[src/rtl/atom_pkg.sv]
// Shared constants and FSM encoding for the SPI boot loader.
`timescale 1ns/1ps
package atom_pkg;

   localparam int unsigned AddrWDef         = 18;
   localparam int unsigned BootStartAddrDef = 32'h0000_C000;
   localparam int unsigned BootEndAddrDef   = 32'h0000_FFFF;

   typedef enum logic [1:0] {
      StIdle = 2'd0,
      StRecv = 2'd1,
      StDone = 2'd2
   } boot_state_e;

endpackage

[src/rtl/spi_boot_loader_if.sv]
// SRAM write port between the boot loader (master) and the SRAM arbiter (slave).
`timescale 1ns/1ps
interface spi_boot_loader_if #(
   parameter int unsigned ADDR_W = 18
);
   logic              wr_req;
   logic              wr_ack;
   logic [ADDR_W-1:0] wr_addr;
   logic [7:0]        wr_data;

   modport master (output wr_req, output wr_addr, output wr_data, input wr_ack);
   modport slave  (input wr_req, input wr_addr, input wr_data, output wr_ack);
endinterface

[src/rtl/sync_edge.sv]
// Two-flop synchroniser for an asynchronous pin plus rise/fall detection.
`timescale 1ns/1ps
module sync_edge #(
   parameter logic ResetVal = 1'b0
) (
   input  logic clk,
   input  logic reset_b,
   input  logic d_i,
   output logic sync_o,
   output logic rise_o,
   output logic fall_o
);

   logic meta_q, sync_q, prev_q;

   always_ff @(posedge clk or negedge reset_b) begin
      if (!reset_b) begin
         meta_q <= ResetVal;
         sync_q <= ResetVal;
         prev_q <= ResetVal;
      end else begin
         meta_q <= d_i;
         sync_q <= meta_q;
         prev_q <= sync_q;
      end
   end

   assign sync_o = sync_q;
   assign rise_o = sync_q & ~prev_q;
   assign fall_o = ~sync_q & prev_q;

endmodule

[src/rtl/spi_boot_loader.sv]
// Receives the boot image over SPI and writes it byte-by-byte into SRAM, holding the CPU
// in reset (booting) until the whole image window has been written.
`timescale 1ns/1ps
module spi_boot_loader
   import atom_pkg::*;
#(
   parameter int unsigned ADDR_W          = AddrWDef,
   parameter int unsigned BOOT_START_ADDR = BootStartAddrDef,
   parameter int unsigned BOOT_END_ADDR   = BootEndAddrDef
) (
   input  logic              clk,
   input  logic              reset_b,
   input  logic              arm_ss,
   input  logic              arm_sclk,
   input  logic              arm_mosi,
   spi_boot_loader_if.master wr_bus,
   output logic              booting,
   output logic              overrun
);

   localparam logic [ADDR_W-1:0] StartAddr = ADDR_W'(BOOT_START_ADDR);
   localparam logic [ADDR_W-1:0] EndAddr   = ADDR_W'(BOOT_END_ADDR);

   boot_state_e       state_q, state_d;
   logic [2:0]        bit_cnt_q, bit_cnt_d;
   logic [7:0]        shift_q, shift_d;
   logic              wr_req_q, wr_req_d;
   logic [ADDR_W-1:0] wr_addr_q, wr_addr_d;
   logic [7:0]        wr_data_q, wr_data_d;
   logic              booting_q, booting_d;
   logic              overrun_q, overrun_d;
   logic              mosi_meta_q, mosi_sync_q;

   logic              ss_sync, ss_rise, ss_fall;
   logic              sclk_sync, sclk_rise, sclk_fall;
   logic              unused_edges;

   sync_edge #(.ResetVal(1'b1)) u_sync_ss (
      .clk     (clk),
      .reset_b (reset_b),
      .d_i     (arm_ss),
      .sync_o  (ss_sync),
      .rise_o  (ss_rise),
      .fall_o  (ss_fall)
   );

   sync_edge #(.ResetVal(1'b1)) u_sync_sclk (
      .clk     (clk),
      .reset_b (reset_b),
      .d_i     (arm_sclk),
      .sync_o  (sclk_sync),
      .rise_o  (sclk_rise),
      .fall_o  (sclk_fall)
   );

   assign unused_edges = ss_fall ^ sclk_fall ^ sclk_sync;

   // Write state as it will be after this cycle's ack, so a same-cycle ack counts as done.
   logic              ack_now;
   logic              pending_after;
   logic [ADDR_W-1:0] addr_after;
   logic              img_done;

   assign ack_now       = wr_req_q & wr_bus.wr_ack;
   assign pending_after = wr_req_q & ~wr_bus.wr_ack;
   assign addr_after    = ack_now ? wr_addr_q + 1'b1 : wr_addr_q;
   assign img_done      = (addr_after > EndAddr) && !pending_after;

   always_ff @(posedge clk or negedge reset_b) begin
      if (!reset_b) begin
         state_q     <= StIdle;
         bit_cnt_q   <= 3'd0;
         shift_q     <= 8'd0;
         wr_req_q    <= 1'b0;
         wr_addr_q   <= StartAddr;
         wr_data_q   <= 8'd0;
         booting_q   <= 1'b1;
         overrun_q   <= 1'b0;
         mosi_meta_q <= 1'b0;
         mosi_sync_q <= 1'b0;
      end else begin
         state_q     <= state_d;
         bit_cnt_q   <= bit_cnt_d;
         shift_q     <= shift_d;
         wr_req_q    <= wr_req_d;
         wr_addr_q   <= wr_addr_d;
         wr_data_q   <= wr_data_d;
         booting_q   <= booting_d;
         overrun_q   <= overrun_d;
         mosi_meta_q <= arm_mosi;
         mosi_sync_q <= mosi_meta_q;
      end
   end

   // A new session waits for any leftover write so the address restart cannot corrupt it.
   always_comb begin
      state_d = state_q;
      unique case (state_q)
         StIdle:  if (!ss_sync && !wr_req_q) state_d = StRecv;
         StRecv:  if (ss_rise) state_d = img_done ? StDone : StIdle;
         StDone:  state_d = StDone;
         default: state_d = StIdle;
      endcase
   end

   always_comb begin
      bit_cnt_d = bit_cnt_q;
      shift_d   = shift_q;
      wr_req_d  = wr_req_q;
      wr_addr_d = wr_addr_q;
      wr_data_d = wr_data_q;
      booting_d = booting_q;
      overrun_d = overrun_q;

      if (ack_now) begin
         wr_req_d  = 1'b0;
         wr_addr_d = addr_after;
      end

      unique case (state_q)
         StIdle: begin
            if (state_d == StRecv) begin
               bit_cnt_d = 3'd0;
               shift_d   = 8'd0;
               wr_addr_d = StartAddr;
            end
         end
         StRecv: begin
            if (ss_rise) begin
               bit_cnt_d = 3'd0;
               shift_d   = 8'd0;
               if (img_done) booting_d = 1'b0;
            end else if (sclk_rise) begin
               shift_d   = {shift_q[6:0], mosi_sync_q};
               bit_cnt_d = bit_cnt_q + 3'd1;
               if (bit_cnt_q == 3'd7) begin
                  if (addr_after > EndAddr) begin
                     wr_req_d = wr_req_d;
                  end else if (pending_after) begin
                     overrun_d = 1'b1;
                  end else begin
                     wr_req_d  = 1'b1;
                     wr_data_d = shift_d;
                  end
               end
            end
         end
         default: begin
            bit_cnt_d = bit_cnt_q;
         end
      endcase
   end

   assign wr_bus.wr_req  = wr_req_q;
   assign wr_bus.wr_addr = wr_addr_q;
   assign wr_bus.wr_data = wr_data_q;
   assign booting        = booting_q;
   assign overrun        = overrun_q;

endmodule

[src/flat_wrapper.sv]
// flat-port wrapper written by rule: the top's interface ports become plain ports
module spi_boot_loader_flat import atom_pkg::*;
#(
   parameter int unsigned ADDR_W          = AddrWDef,
   parameter int unsigned BOOT_START_ADDR = BootStartAddrDef,
   parameter int unsigned BOOT_END_ADDR   = BootEndAddrDef
)
  (clk, reset_b, arm_ss, arm_sclk, arm_mosi, booting, overrun, wr_bus_wr_req, wr_bus_wr_addr, wr_bus_wr_data, wr_bus_wr_ack);
  spi_boot_loader_if #(.ADDR_W(ADDR_W)) wr_bus_i ();
  input  logic clk;
  input  logic reset_b;
  input  logic arm_ss;
  input  logic arm_sclk;
  input  logic arm_mosi;
  output logic booting;
  output logic overrun;
  output wire logic [$bits(wr_bus_i.wr_req)-1:0] wr_bus_wr_req;
  output wire logic [$bits(wr_bus_i.wr_addr)-1:0] wr_bus_wr_addr;
  output wire logic [$bits(wr_bus_i.wr_data)-1:0] wr_bus_wr_data;
  input wire logic [$bits(wr_bus_i.wr_ack)-1:0] wr_bus_wr_ack;
  assign wr_bus_wr_req = wr_bus_i.wr_req;
  assign wr_bus_wr_addr = wr_bus_i.wr_addr;
  assign wr_bus_wr_data = wr_bus_i.wr_data;
  assign wr_bus_i.wr_ack = wr_bus_wr_ack;
  spi_boot_loader #(.ADDR_W(ADDR_W), .BOOT_START_ADDR(BOOT_START_ADDR), .BOOT_END_ADDR(BOOT_END_ADDR)) u_core (.clk(clk), .reset_b(reset_b), .arm_ss(arm_ss), .arm_sclk(arm_sclk), .arm_mosi(arm_mosi), .wr_bus(wr_bus_i), .booting(booting), .overrun(overrun));
endmodule
[config.mk]
export PLATFORM = sky130hd
export DESIGN_NAME = spi_boot_loader_flat
export DESIGN_NICKNAME = d
export VERILOG_FILES = /design/src/rtl/atom_pkg.sv /design/src/rtl/spi_boot_loader_if.sv /design/src/rtl/sync_edge.sv /design/src/rtl/spi_boot_loader.sv /design/src/flat_wrapper.sv
export SDC_FILE = /design/constraint.sdc
export NUM_CORES = 1
export LEC_CHECK = 0
export BUFFER_PORTS_ARGS = -buffer_cell sky130_fd_sc_hd__buf_2
export CAP_MARGIN = 40
export CORE_ASPECT_RATIO = 0.6
export CORE_MARGIN = 10
export CORE_UTILIZATION = 33
export CTS_CLUSTER_DIAMETER = 150
export DETAILED_ROUTE_END_ITERATION = 10
export PLACE_DENSITY_LB_ADDON = 0.08
export SETUP_SLACK_MARGIN = 0.15
export SKIP_LAST_GASP = 1
export SLEW_MARGIN = 20
export SYNTH_ARGS = -nofsm -noshare
export SYNTH_HDL_FRONTEND = slang
export SYNTH_SLANG_ARGS = --single-unit
[constraint.sdc]
create_clock -name clk -period 6.1 [get_ports clk]
set_clock_uncertainty 0.15 [all_clocks]
set_input_delay 1.83 -clock clk [delete_from_list [all_inputs] [get_ports clk]]
set_output_delay 1.83 -clock clk [all_outputs]
set_load 0.01 [all_outputs]
# Yosys cells after proc, flatten, opt, wreduce, memory -nomap -nowiden
# Cells that the tools add are included.
[word_totals] mem_bits_rw=0 latch_bits=0 n_memories=0 reg_bits=49 output_inout_bits=29 input_bits=6 wordCells=69 romBits=0
[op_classes] n_shift=0 n_addsub=2 bitwise=10 div_mod_pow=0 muxes=23 magnitude_cmp=1 n_eq_ne=6 reduce_logical=11 n_mul=0
[ops] op="$mux W18" n=4
[ops] op="$mux W7" n=3
[ops] op="$add A18 B1 Y18 const B" n=1
[ops] op="$gt A18 B16 Y1 const B" n=1
[ops] op="$pmux W7 S2" n=1
[ops] op="$reduce_and A6 Y1" n=2
[ops] op="$mux W3" n=3
[ops] op="$mux W1" n=7
[ops] op="$mux W2" n=3
[ops] op="$not A1 Y1" n=6
[ops] op="$pmux W2 S3" n=1
[ops] op="$pmux W3 S2" n=1
[ops] op="$reduce_and A3 Y1" n=2
[ops] op="$and A1 B1 Y1" n=4
[ops] op="$eq A2 B1 Y1 const B" n=2
[ops] op="$add A3 B1 Y3 const B" n=1
[ops] op="$eq A3 B3 Y1 const B" n=1
[ops] op="$logic_not A1 Y1" n=3
[ops] op="$ne A3 B1 Y1 const B" n=1
[ops] op="$eq A2 B2 Y1 const B" n=1
[ops] op="$logic_and A1 B1 Y1" n=2
[ops] op="$logic_not A2 Y1" n=1
[ops] op="$ne A2 B1 Y1 const B" n=1
[ops] op="$reduce_bool A2 Y1" n=1

# Longest topological paths before layout
[logic_depth] depth_word=10 depth_mapped=6 depth_no_buf=6

# Cells and area by module
# Synthesis repeated with hierarchy kept, for this count alone.
[hier_totals] hier_cells=180 hier_area_um2=2152.1
[modules_own_cells] module="spi_boot_loader" seq_area_each_um2=1079.8 cells_per_inst=170 n_inst=1 area_per_inst_um2=1964.4
[modules_own_cells] module="sync_edge" seq_area_each_um2=78.8 cells_per_inst=5 n_inst=2 area_per_inst_um2=93.8

# Worst setup path before layout
# Ideal clock, no wire load.
[synth_path] path_kind="input -> register" from="in wr_bus_wr_ack" to="reg u_core.wr_data_q[0], in the netlist u_core.wr_bus.wr_data[0]" arrival_time_ns=3.188 slack_ns=2.637 setup_time_ns=0.125 path_stages=5 path_buffers=0 t_required_ns=5.825 cell_sequence="and2_2 nand4_4 nor3_4 mux2i_2 mux2_2"
[synth_between] elab_chain_len=5 elab_cells_between_ends=8 cone_classes="order compare (1); mux (1); bitwise (5); reduce/logical (1)"
[synth_rtl] item="from (decl)" line_no="flat_wrapper.sv:20" source="input wire logic [$bits(wr_bus_i.wr_ack)-1:0] wr_bus_wr_ack;"
[synth_rtl] item="$and A1 B1 Y1" line_no="spi_boot_loader.sv:64" source="assign ack_now = wr_req_q & wr_bus.wr_ack;"
[synth_rtl] item="$mux W18" line_no="spi_boot_loader.sv:66" source="assign addr_after = ack_now ? wr_addr_q + 1'b1 : wr_addr_q;"
[synth_rtl] item="$gt A18 B16 Y1" line_no="spi_boot_loader.sv:137" source="if (addr_after > EndAddr) begin"
[synth_rtl] item="$not A1 Y1 (no source line)"
[synth_rtl] item="$reduce_and A6 Y1 (no source line) *"
[synth_rtl] item="to (signal assigned)" line_no="spi_boot_loader.sv:87" source="wr_data_q <= wr_data_d;"
[synth_rtl] item="to (decl)" line_no="spi_boot_loader.sv:29" source="logic [7:0] wr_data_q, wr_data_d;"
# Every way passes the cells marked *; elsewhere a longest branch is shown, timed or not.
# A chain may end at the register's enable or synchronous reset.

# Worst setup path after layout
# Same ends and word-level chain as after synthesis.

==> impl_metrics.ini <==
[grt]
first_global_vias = 1491
track_usage_pct = 9.646
grt_max_degree = 50
grt_pass1_wl_um = 7728
antenna_found_initial = 0
gr-total-overflow = 0

[setup_path]
crit_family = multiplexers
rr_worst_depth = 5
cp-end-kind = flop
critPathArrivalTime_ns = 3.51
cpPeakStageDelay_ns = 0.56
crit_buf_inv = 1
crit_fanout = 8
crit_type = in2reg
path_cells = buf_2 -> and2_2 -> nand4_4 -> nor3_4 -> mux2i_2 -> mux2_2
required_ns = 6.14
crit_cells = 6
crit_path_top_delay_cell = mux2i_2
cp-start-kind = primary input

[die]
row_count = 22
die_y_um = 82.08
fp.coreArea_um2 = 6166
io-pin-count = 35
dieArea_um2 = 10130
die_x_um = 123.5
start_util_pct = 34.38

[power_and_ir_drop]
power_density_nw_per_um2 = 226.1
leakage_nw = 1.216
vdd_drop_max_mv = 0.1153
power_uw = 567.4

[timing]
timing.setup.tns_ns = 0
fmax_mhz = 288.6
whs_ns = 0.2049
hold_viol_final = 0
period_needed_ns = 3.465
worst_pin_slew_ns = 0.6120
slew_headroom_pct = 59.20
finalMaxSlewViolations = 0
setup_viol = 0
post-route-period-util_pct = 56.81
post-route-worst-setup-slack_ns = 2.635
rsz0062_at_grt = false

[route]
drc = 0
final_antenna_net_count = 0
wire_per_inst_um = 14.41
firstDrtPassIters = 4
drt-total-wl_um = 4526
via_per_inst = 4.602
drt-initial-drc-count = 76
vias = 1445

[clock_tree]
path_clk_slew_ns = 0.09
insertion_delay_ns = 0.29
cts_root_buf = clkbuf_8
ctsResizeCount = 0
cts_max_level = 2
clk_path_buf_depth = 2
numCtsBuffers = 5
hold_buffers = 0
cts_tree = yes
cts_setup_buffers = 0
cts.sinks = 49

[layout]
final_common_cell = dfrtp_1
antenna_cells = 0
fillers = 624
final_cell_mix = 40 x dfrtp_1, 34 x buf_2, 30 x nand2_1
area_delta_synth_final_pct = 18.42
finalNetCount = 238
stdcell_count = 314
final_core_util_pct = 40.71
drive_gt1_share_pct = 32.61
stdcell_area_um2 = 2510

[yosys]
synth_nets = 198
ys_types = 40
synthTopCellsByArea = dfrtp_1 47%, dfstp_2 11%, nand2_1 5.3%
yosysTopAreaCell = dfrtp_1
syn_area_per_cell_um2 = 11.21
yosysSeqAreaShare_pct = 58.38
synth_top_area_share_pct = 47.23
syn_area_um2 = 2120
synth_seq_cells = 49
synthCells = 189
yosysWarnings = 0

[hold_path]
hold_depth = 0
hold_path.class = reg2reg

[placement]
numPortBuffers = 34
gp_congestion = 0.7531
placement.cell_area_um2 = 2402
pre_cts_ws_ns = 2.250
dp.cells = 306
hpwlAfterDp_um = 3194

[run_status]
status = finished clean

[job]
cap_violations = 0
area by class of cell:
type | instances | area [um^2] | area share (%)
Clock buffer | 6 | 72.57 | 2.891
Clock inverter | 2 | 35.03 | 1.396
Inverter | 3 | 11.26 | 0.4487
Multi-Input combinational cell | 133 | 855.8 | 34.10
Sequential cell | 49 | 1237 | 49.30
Tap cell | 84 | 105.1 | 4.187
Timing Repair Buffer | 37 | 192.7 | 7.677
flip-flops by register name (all words and copies together), names as in the netlist:
name	flops
u_core.u_sync_sclk.prev_q	1
u_core.u_sync_sclk.sync_o	1
u_core.wr_bus.wr_data	8
u_core.booting	1
u_core.state_q	2
u_core.mosi_sync_q	1
u_core.wr_bus.wr_addr	18
u_core.u_sync_ss.sync_o	1
u_core.u_sync_ss.meta_q	1
u_core.mosi_meta_q	1
u_core.wr_bus.wr_req	1
u_core.shift_q	7
u_core.bit_cnt_q	3
u_core.u_sync_ss.prev_q	1
u_core.u_sync_sclk.meta_q	1
u_core.overrun	1
path summary, 6_finish.rpt:
path	from	end	slack, ns
setup reg to reg	u_core.wr_bus.wr_addr[0]	u_core.wr_bus.wr_data[0]	3.70
min in group asynchronous	reset_b	u_core.wr_bus.wr_addr[10]	1.47
max in group asynchronous	reset_b	u_core.wr_bus.wr_req	3.92
hold / removal	u_core.mosi_meta_q	u_core.mosi_sync_q	0.20
setup / recovery	wr_bus_wr_ack	u_core.wr_bus.wr_data[0]	2.63
hold reg to reg	u_core.mosi_meta_q	u_core.mosi_sync_q	0.20
Yosys cell counts, drive strengths merged:
master,n
dfrtp,40
nand2,30
nor2,16
o21ai,13
dfstp,9
mux2,8
nand3,7
xnor2,7
xor2,7
nor3,6
a21oi,4
nand4,4
and3,3
clkbuf,3
ha,3
inv,3
nor2b,3
or3,3
a21o,2
and2,2
and4,2
mux2i,2
nand2b,2
nor4,2
or2,2
a31o,1
buf,1
o221ai,1
o31a,1
o32ai,1
or4,1
kinds of logic (layout without fill, tap and decap cells):
kind of cell	after synthesis	in the layout	synth area share [%]
AO/OA/AOI/OAI	23	23	6.375
XOR/XNOR	14	14	5.785
adder cells (fa/ha/maj)	3	3	1.771
buffers and inverters	7	48	1.239
flip-flops	49	49	58.38
multiplexers	10	10	5.372
AND/OR/NAND/NOR	83	83	21.08
power by group:
| group | switching [mW] | internal (mW) | total, mW |
|---|---|---|---|
| sequential | 0.00119 | 0.329 | 0.330 |
| combinational | 0.00727 | 0.00191 | 0.00918 |
| clock | 0.106 | 0.122 | 0.228 |
routing by layer:
layer / global-route usage (%) / up-vias / part of all wire, %
met5: 0 / - / 0
met2: 12.98 / 26 / 40
li1: - / 724 / -
met3: 3.219 / 2 / 5.5
met4: 2.431 / 0 / 0.38
met1: 14.29 / 693 / 54
Note: power is estimated with default switching activity, not from simulation.
